$ cat src/rtl/vision_pkg.sv
// Shared definitions for the camera vision path: address width, pooling modes
// and the RGB565 green-channel boost used for ink classification.
package vision_pkg;

   localparam int unsigned ADDR_W      = 10;
   localparam int unsigned MODE_BINARY = 0;
   localparam int unsigned MODE_MULTI  = 1;

   // Doubles the 6-bit green channel and clips to 63, at 7-bit width.
   function automatic logic [6:0] green_boost(input logic [15:0] rgb);
      logic [6:0] w_b;
      w_b = {rgb[10:5], 1'b0};
      return (w_b > 7'd63) ? 7'd63 : w_b;
   endfunction

endpackage

$ cat src/rtl/cell_line_accum.sv
// Line buffer of per-column-cell ink counters; accumulates across the CELL rows
// of a cell row and hands back the final count on the closing pixel.
module cell_line_accum
   import vision_pkg::*;
#(
   parameter int unsigned GRID  = 28,
   parameter int unsigned CNT_W = 5,
   parameter int unsigned IDX_W = 5
) (
   input  logic             dclk,
   input  logic             clr,
   input  logic             add_en,
   input  logic [IDX_W-1:0] idx,
   input  logic             ink,
   input  logic             close,
   output logic [CNT_W-1:0] count_out
);

   logic [CNT_W-1:0] r_cnt [GRID];

   // Includes the current pixel so the closing count is complete.
   assign count_out = r_cnt[idx] + CNT_W'(ink);

   always_ff @(posedge dclk) begin
      if (clr) begin
         for (int i = 0; i < int'(GRID); i++) begin
            r_cnt[i] <= '0;
         end
      end else if (add_en) begin
         r_cnt[idx] <= close ? '0 : count_out;
      end
   end

endmodule

$ cat src/rtl/roi_grid_pooler.sv
// Downsamples a square camera ROI into GRID x GRID cells by counting ink pixels per
// cell, writing one value per cell and a per-frame nonzero-cell summary.
module roi_grid_pooler
   import vision_pkg::*;
#(
   parameter int unsigned X_START    = 104,
   parameter int unsigned Y_START    = 64,
   parameter int unsigned GRID       = 28,
   parameter int unsigned CELL_LOG2  = 2,
   parameter int unsigned INK_THRESH = 50,
   parameter int unsigned MODE       = 0,
   parameter int unsigned VOTE       = 8,
   parameter int unsigned DATA_W     = 1
) (
   input  logic              dclk,
   input  logic              rst_n,
   input  logic              vsync,
   input  logic              href,
   input  logic              pixel_valid,
   input  logic [15:0]       pixel_rgb,
   output logic [ADDR_W-1:0] grid_addr,
   output logic [DATA_W-1:0] grid_data,
   output logic              grid_wr_en,
   output logic              frame_done,
   output logic [ADDR_W-1:0] frame_ink,
   output logic              in_roi
);

   localparam int unsigned CELL  = 1 << CELL_LOG2;
   localparam int unsigned ROI_W = GRID * CELL;
   localparam int unsigned CW    = 11;
   localparam int unsigned CNT_W = 2 * CELL_LOG2 + 1;
   localparam int unsigned IDX_W = (GRID > 1) ? $clog2(GRID) : 1;
   localparam logic [ADDR_W-1:0] LAST_ADDR = ADDR_W'(GRID * GRID - 1);
   localparam logic [DATA_W-1:0] DATA_MAX  = '1;

   logic [CW-1:0]     r_cam_x;
   logic [CW-1:0]     r_cam_y;
   logic              r_href_q;
   logic              r_wr_en;
   logic [ADDR_W-1:0] r_addr;
   logic [DATA_W-1:0] r_data;
   logic              r_frame_done;
   logic [ADDR_W-1:0] r_frame_ink;
   logic [ADDR_W-1:0] r_nz_cnt;

   logic [CW-1:0]     w_dx;
   logic [CW-1:0]     w_dy;
   logic              w_in_roi;
   logic              w_accept;
   logic              w_close;
   logic              w_ink;
   logic              w_clr;
   logic [IDX_W-1:0]  w_gx;
   logic [IDX_W-1:0]  w_gy;
   logic [CNT_W-1:0]  w_count;
   logic [31:0]       w_count32;
   logic [DATA_W-1:0] w_data;
   logic [ADDR_W-1:0] w_addr;
   logic              w_nz_inc;
   logic              w_unused_rgb;

   // Offsets wrap when left of / above the ROI; the explicit >= tests reject those.
   assign w_dx     = r_cam_x - CW'(X_START);
   assign w_dy     = r_cam_y - CW'(Y_START);
   assign w_in_roi = (r_cam_x >= CW'(X_START)) && (w_dx < CW'(ROI_W)) &&
                     (r_cam_y >= CW'(Y_START)) && (w_dy < CW'(ROI_W));
   assign w_accept = vsync && href && pixel_valid && w_in_roi;
   assign w_close  = (&w_dx[CELL_LOG2-1:0]) && (&w_dy[CELL_LOG2-1:0]);
   assign w_gx     = IDX_W'(w_dx >> CELL_LOG2);
   assign w_gy     = IDX_W'(w_dy >> CELL_LOG2);
   assign w_addr   = ADDR_W'(32'(w_gy) * GRID + 32'(w_gx));
   assign w_ink    = (32'(green_boost(pixel_rgb)) < INK_THRESH);
   assign w_clr    = !rst_n || !vsync;
   assign w_nz_inc = |r_data;
   assign w_unused_rgb = ^{pixel_rgb[15:11], pixel_rgb[4:0]};

   cell_line_accum #(
      .GRID  (GRID),
      .CNT_W (CNT_W),
      .IDX_W (IDX_W)
   ) u_accum (
      .dclk      (dclk),
      .clr       (w_clr),
      .add_en    (w_accept),
      .idx       (w_gx),
      .ink       (w_ink),
      .close     (w_close),
      .count_out (w_count)
   );

   always_comb begin
      w_count32 = 32'(w_count);
      if (MODE == MODE_BINARY) begin
         w_data = DATA_W'(w_count32 >= VOTE);
      end else begin
         w_data = (w_count32 > 32'(DATA_MAX)) ? DATA_MAX : w_count32[DATA_W-1:0];
      end
   end

   always_ff @(posedge dclk) begin
      if (!rst_n || !vsync) begin
         r_cam_x  <= '0;
         r_cam_y  <= '0;
         r_href_q <= 1'b0;
      end else begin
         r_href_q <= href;
         if (r_href_q && !href) begin
            r_cam_x <= '0;
            r_cam_y <= r_cam_y + CW'(1);
         end else if (href && pixel_valid) begin
            r_cam_x <= r_cam_x + CW'(1);
         end
      end
   end

   // The nonzero-cell count is taken from the registered write, so frame_done
   // lands one cycle after the final write strobe.
   always_ff @(posedge dclk) begin
      if (!rst_n) begin
         r_wr_en      <= 1'b0;
         r_addr       <= '0;
         r_data       <= '0;
         r_frame_done <= 1'b0;
         r_frame_ink  <= '0;
         r_nz_cnt     <= '0;
      end else if (!vsync) begin
         r_wr_en      <= 1'b0;
         r_frame_done <= 1'b0;
         r_nz_cnt     <= '0;
      end else begin
         r_wr_en      <= w_accept && w_close;
         r_frame_done <= 1'b0;
         if (w_accept && w_close) begin
            r_addr <= w_addr;
            r_data <= w_data;
         end
         if (r_wr_en) begin
            if (r_addr == LAST_ADDR) begin
               r_frame_ink  <= r_nz_cnt + ADDR_W'(w_nz_inc);
               r_frame_done <= 1'b1;
               r_nz_cnt     <= '0;
            end else begin
               r_nz_cnt <= r_nz_cnt + ADDR_W'(w_nz_inc);
            end
         end
      end
   end

   assign grid_wr_en = r_wr_en;
   assign grid_addr  = r_addr;
   assign grid_data  = r_data;
   assign frame_done = r_frame_done;
   assign frame_ink  = r_frame_ink;
   assign in_roi     = w_in_roi;

endmodule
$ cat config.mk
export PLATFORM = sky130hd
export DESIGN_NAME = roi_grid_pooler
export DESIGN_NICKNAME = d
export VERILOG_FILES = /design/src/rtl/vision_pkg.sv /design/src/rtl/cell_line_accum.sv /design/src/rtl/roi_grid_pooler.sv
export SDC_FILE = /design/constraint.sdc
export NUM_CORES = 1
export LEC_CHECK = 0
export CORE_MARGIN = 2
export CORE_UTILIZATION = 45
export CTS_CLUSTER_DIAMETER = 40
export DETAILED_ROUTE_END_ITERATION = 6
export GPL_ROUTABILITY_DRIVEN = 0
export HOLD_SLACK_MARGIN = 0.12
export PLACE_DENSITY = 0.59
export SLEW_MARGIN = 20
export SYNTH_ARGS = -nofsm -noshare
export SYNTH_HDL_FRONTEND = slang
export SYNTH_HIERARCHICAL = 1
export SYNTH_SLANG_ARGS = --single-unit
$ cat constraint.sdc
create_clock -name dclk -period 11.4 [get_ports dclk]
set_clock_uncertainty 0.2 [all_clocks]
set_input_delay 1.71 -clock dclk [delete_from_list [all_inputs] [get_ports dclk]]
set_output_delay 1.71 -clock dclk [all_outputs]
set_load 0.05 [all_outputs]
==> results of run 1 <==
path summary, 6_finish.rpt:
kind / from / to / slack (ns)
worst max-delay path: r_cam_x[3] / in_roi / 5.92
worst min-delay path: grid_addr[3] / grid_addr[3] / 0.29
worst max register to register: r_cam_x[3] / u_accum/r_cnt[1][3] / 6.23
worst min register to register: grid_addr[3] / grid_addr[3] / 0.29
flip-flops by register name, indices dropped and copies added, names as in the netlist:
name	cells
grid_addr	10
r_nz_cnt	10
u_accum/r_cnt	160
r_href_q	1
frame_done	1
grid_wr_en	1
r_cam_x	11
frame_ink	10
grid_data	1
r_cam_y	11
final cells by class:
cell class	instances	area (sq um)
inverter	25	95.1
tap	319	399
clock buffer	43	958
clock inverter	24	253
timing repair buffer	48	445
fill	2101	10900
sequential	216	5930
multi-input combinational	644	4540
worst min-delay path: cells and delay by family (launching register included):
| family | cells | cell delay (ns) |
|---|---|---|
| flip-flops | 1 | 0.31 |
| AO/OA/AOI/OAI | 2 | 0.13 |
where the power goes:
group | internal, mW | switching (mW) | leakage, nW
Combinational | 0.0181 | 0.0446 | 1.78
Sequential | 0.869 | 0.00832 | 2.16
Clock | 0.699 | 0.387 | 0.590
layer usage:
layer	vias up	part of all wire	track usage
met1	3712	0.44	0.291
met2	253	0.47	0.351
met5	-	0	0
li1	3535	-	-
met4	0	0.024	0.0665
met3	59	0.066	0.0365
metrics by stage:
step	instance area (sq um)	power (mW)	worst slack [ns]	cells	util
floorplan	10800	0.927	7.05	951	-
global placement	11400	0.954	6.08	1252	0.484
detailed placement	11400	0.955	6.05	1252	0.484
CTS	12600	2.05	5.88	1319	0.536
global route	12600	2.09	5.75	1319	0.536
finish	12600	2.03	5.92	1319	0.536
==> impl_results.md, run 1 <==
* Status: complete, no violations
* Worst EP required at 9.49 ns
* First-pass GRT wire length at about 43 mm
* Synth Net Count at around 1000
* CTS Buffer Depth at 3
* Antenna cell count at 0
* Fin crit share at 0.481
* Max-cap viol count at 0
* H-Tree Depth at 2
* Antenna violations before repair at 0
* Post-CTS Resized at 0
* WL final at between 20 and 30 mm
* Worst skew pair latency at just over 0.5 ns
* Reg clk slew, reported paths at 0.05 ns
* P_leak at about 4.5 nW
* Peak VDD IR at about 110 uV
* Top-Level Pins at 45
* Commonest non-fill, non-tap cells in the layout: edfxtp_1, nor2_1, nor3_1
* R2R depth at 11
* Hold depth at 2
* Worst path max stage delay at between 0.8 and 0.9 ns
* Remaining Overflow, GRT at 0
* Levels on crit path at 7
* Layout cells sized above 1 at 0.142
* Final Setup Violations at 0
* Via/cell ratio at about 5.7
* RSZ-0062 raised after global routing: no
* Largest net degree at the start of global routing at 58
* Hold Path Class: flop to flop
* Post-Route Hold Slack at ~0.29 ns
* WL/cell at 20.3 um
* CTS tree: built
* Slew headroom at 0.341
* Starting Density at 0.461
* Post-CTS Setup Bufs at 0
* Max Freq at ~180 MHz
* Hold buffers post-CTS at 0
* Nets@finish at 1023
* Violation count after the first detailed-route iteration at 566
* Die width at 159 um
* Row count at 56
* Sink Count at about 220
* Root Buffer: clkbuf_16
* Worst path slowest cell: clkdlybuf4s50_1
* Crit path buffers/inverters at 2
* Top Family by Delay on Critical Path: buffers and inverters
* Buffers on Ports at 34
* Pwr dens at ~160 nW/um^2
* DP Wirelength at 16.9 mm
* Vias in the first global route at 7512
* CP Class: flop to primary output
* Max-slew violation count at 0
* Syn_area_per_cell at 11.4 sq um
* Slew @ Worst Pin at 0.981 ns
* Commonest non-fill, non-tap cell in the layout: edfxtp_1
* Setup Total Neg Slack at 0 ns
* DR pass1 iterations at 5
* DRC viols at 0
* Layout area overhead at 16.4%
* TritonCTS Buffers at 37
* Startpoint Class: flop
* Max FO, Critical Path at 14
* Cell Area, Synth at 10800 sq um
* Critical path cell sequence: clkinv_2 -> ha_1 -> or4b_1 -> nand4_1 -> or4_4 -> nor2_1 -> clkdlybuf4s50_1
* Post-synthesis instance total at about 950
* CP Capture Type: primary output
* Critical path arrival at about 3.6 ns
* Die ar. at roughly 25000 sq um
* Final ANT Viol Nets at 0
* Yosys warnings at 6
* Fin crit period at about 5.5 ns
* All-Layer GR Usage at 0.214
* Vias at between 7000 and 8000
* Die Ht at 159 um
* Core ar. at 23500 sq um
* Hold Violations, Final at 0
Note: power is estimated with default switching activity, not from simulation.
==> inputs of run 2 (changes only) <==
==> constraint.sdc (replaced) <==
create_clock -name dclk -period 5.25 [get_ports dclk]
set_clock_uncertainty 0.2 [all_clocks]
set_input_delay 0.7875 -clock dclk [delete_from_list [all_inputs] [get_ports dclk]]
set_output_delay 0.7875 -clock dclk [all_outputs]
set_load 0.05 [all_outputs]
==> run 2 against run 1 <==
  * Critical path depth is 6 higher
  * Non-clock buffer count is 11 higher
  * Setup slack worse by 5.1 ns
  * Total power is 120% higher
  * Wire length is 0.44% lower
  * Largest power group unchanged
  * Critical path type is now flop to flop
==> impl_results.md, run 2 (synthesis gave the netlist of run 1 again) <==
* Final instance area at between 10000 and 15000 sq um
* Vias at ~7500
* Post-CTS Resized at 0
* Critical path cell sequence: clkinv_2 -> ha_1 -> inv_1 -> buf_4 -> or3b_2 -> o22ai_1 -> nor4_1 -> o211ai_1 -> ha_1 -> inv_1 -> xnor2_2 -> buf_4 -> nor3_1
* Startpoint Class: flop
* Fin crit share at 0.839
* CTS tree: built
* CTS Buffer Depth at 3
* Root Buffer: clkbuf_16
* Die ar. at roughly 25000 sq um
* Layout area overhead at 17.2%
* WL final at approximately 27 mm
* R2R Setup Slk at 0.85 ns
* Worst R2R End: u_accum/r_cnt[15][2]
* CP Capture Type: flop
* Row count at 56
* Starting Density at 0.461
* Status: complete, no violations
* Max FFs per register at 160
* Via/cell ratio at 5.65
* Slew headroom at 0.362
* Die width at 159 um
* DRC viols at 0
* Hold depth at 2
* Commonest non-fill, non-tap cell in the layout: edfxtp_1
* Largest regs: u_accum/r_cnt (160), r_cam_x (11), r_cam_y (11)
* Fillers at 2124
* Violation count after the first detailed-route iteration at approximately 680
* Crit path launch: r_cam_x[3]
* Antenna cell count at 0
* All-Layer GR Usage at 0.212
* Nets@finish at about 1000
* Slew @ Worst Pin at between 0.9 and 1 ns
* Placed instance area at approximately 11000 sq um
* Layout cells sized above 1 at 0.155
* Worst path slowest cell: or3b_2
* DR pass1 iterations at 5
* Max-slew violation count at 0
* Commonest non-fill, non-tap cells in the layout: edfxtp_1, nor2_1, nor3_1
* RSZ-0062 raised after global routing: no
* Critical path arrival at ~4.4 ns
* Top-Level Pins at 45
* Sink Count at roughly 220
* Remaining Overflow, GRT at 0
* First-pass GRT wire length at roughly 42 mm
* Setup Total Neg Slack at 0 ns
* Vias in the first global route at approximately 7500
* H-Tree Depth at 2
* Largest register by flop count: u_accum/r_cnt
* Worst EP required at around 5.3 ns
* Max-cap viol count at 0
* Hold buffers post-CTS at 0
* Die Ht at 159 um
* Hold Path Class: flop to flop
* Fin crit period at about 4.4 ns
* WL/cell at 20.1 um
* CP Class: flop to flop
* Final Setup Violations at 0
* P_leak at 4.58 nW
* DP Wirelength at roughly 18 mm
* Pwr dens at 344 nW/um^2
* Max Freq at around 230 MHz
* R2R depth at 13
* Reg2reg start: r_cam_x[3]
* Peak VDD IR at between 200 and 300 uV
* Core ar. at around 24000 sq um
* Max FO, Critical Path at 21
* Antenna violations before repair at 0
* Final ANT Viol Nets at 0
* Post-Route Hold Slack at roughly 0.29 ns
* Post-CTS Setup Bufs at 0
* Largest net degree at the start of global routing at ~40
* Worst skew pair latency at ~0.5 ns
* Reg clk slew, reported paths at about 0.05 ns
* Buffers on Ports at 34
* Worst path max stage delay at between 0.5 and 0.6 ns
* Crit path to: u_accum/r_cnt[15][2]
* TritonCTS Buffers at 37
* Hold Violations, Final at 0
run 2: layout make-up:
cell class,instances,area (sq um),area share
Sequential cell,216,5930,0.466
Multi-Input combinational cell,644,4530,0.357
Clock buffer,39,933,0.0734
Timing Repair Buffer,59,541,0.0425
Tap cell,319,399,0.0314
Clock inverter,28,283,0.0222
Inverter,25,95.1,0.00748
run 2: critical path: cells and delay by family (launching register included):
kind,cells,cell delay (ns)
AO/OA/AOI/OAI,2,0.67
XOR/XNOR,1,0.47
adder cells (fa/ha/maj),2,0.58
buffers and inverters,5,0.98
flip-flops,1,0.46
AND/OR/NAND/NOR,3,0.75
run 2: report_power, final:
part | total, mW | switching [mW] | internal, mW
sequential | 1.90 | 0.0170 | 1.89
combinational | 0.138 | 0.0966 | 0.0411
clock | 2.34 | 0.871 | 1.47
run 2: stage by stage:
step,utilization,total power [mW],std cells,setup slack [ns]
6_report,0.540,4.38,1330,0.845
5_1_grt,0.540,4.51,1330,0.664
4_1_cts,0.540,4.43,1330,0.827
3_5_place_dp,0.488,2.07,1263,0.955
3_3_place_gp,0.488,2.07,1263,0.976
2_1_floorplan,-,2.01,951,1.45
run 2: metal layers:
layer / vias up / GRT usage / share of wire
met5: - / 0 / 0
met4: 0 / 0.0822 / 0.033
met3: 62 / 0.0406 / 0.062
met2: 246 / 0.340 / 0.46
met1: 3653 / 0.288 / 0.44
li1: 3558 / - / -
run 2: worst min-delay path by stage:
stage,startpoint,end,slack (ns)
after floorplan,r_nz_cnt[0],r_nz_cnt[0],0.26
after global placement,grid_addr[6],grid_addr[6],0.28
after detailed placement,grid_addr[6],grid_addr[6],0.28
after CTS,grid_addr[6],grid_addr[6],0.29
after global routing,frame_ink[6],frame_ink[6],0.33
final,grid_addr[6],grid_addr[6],0.29
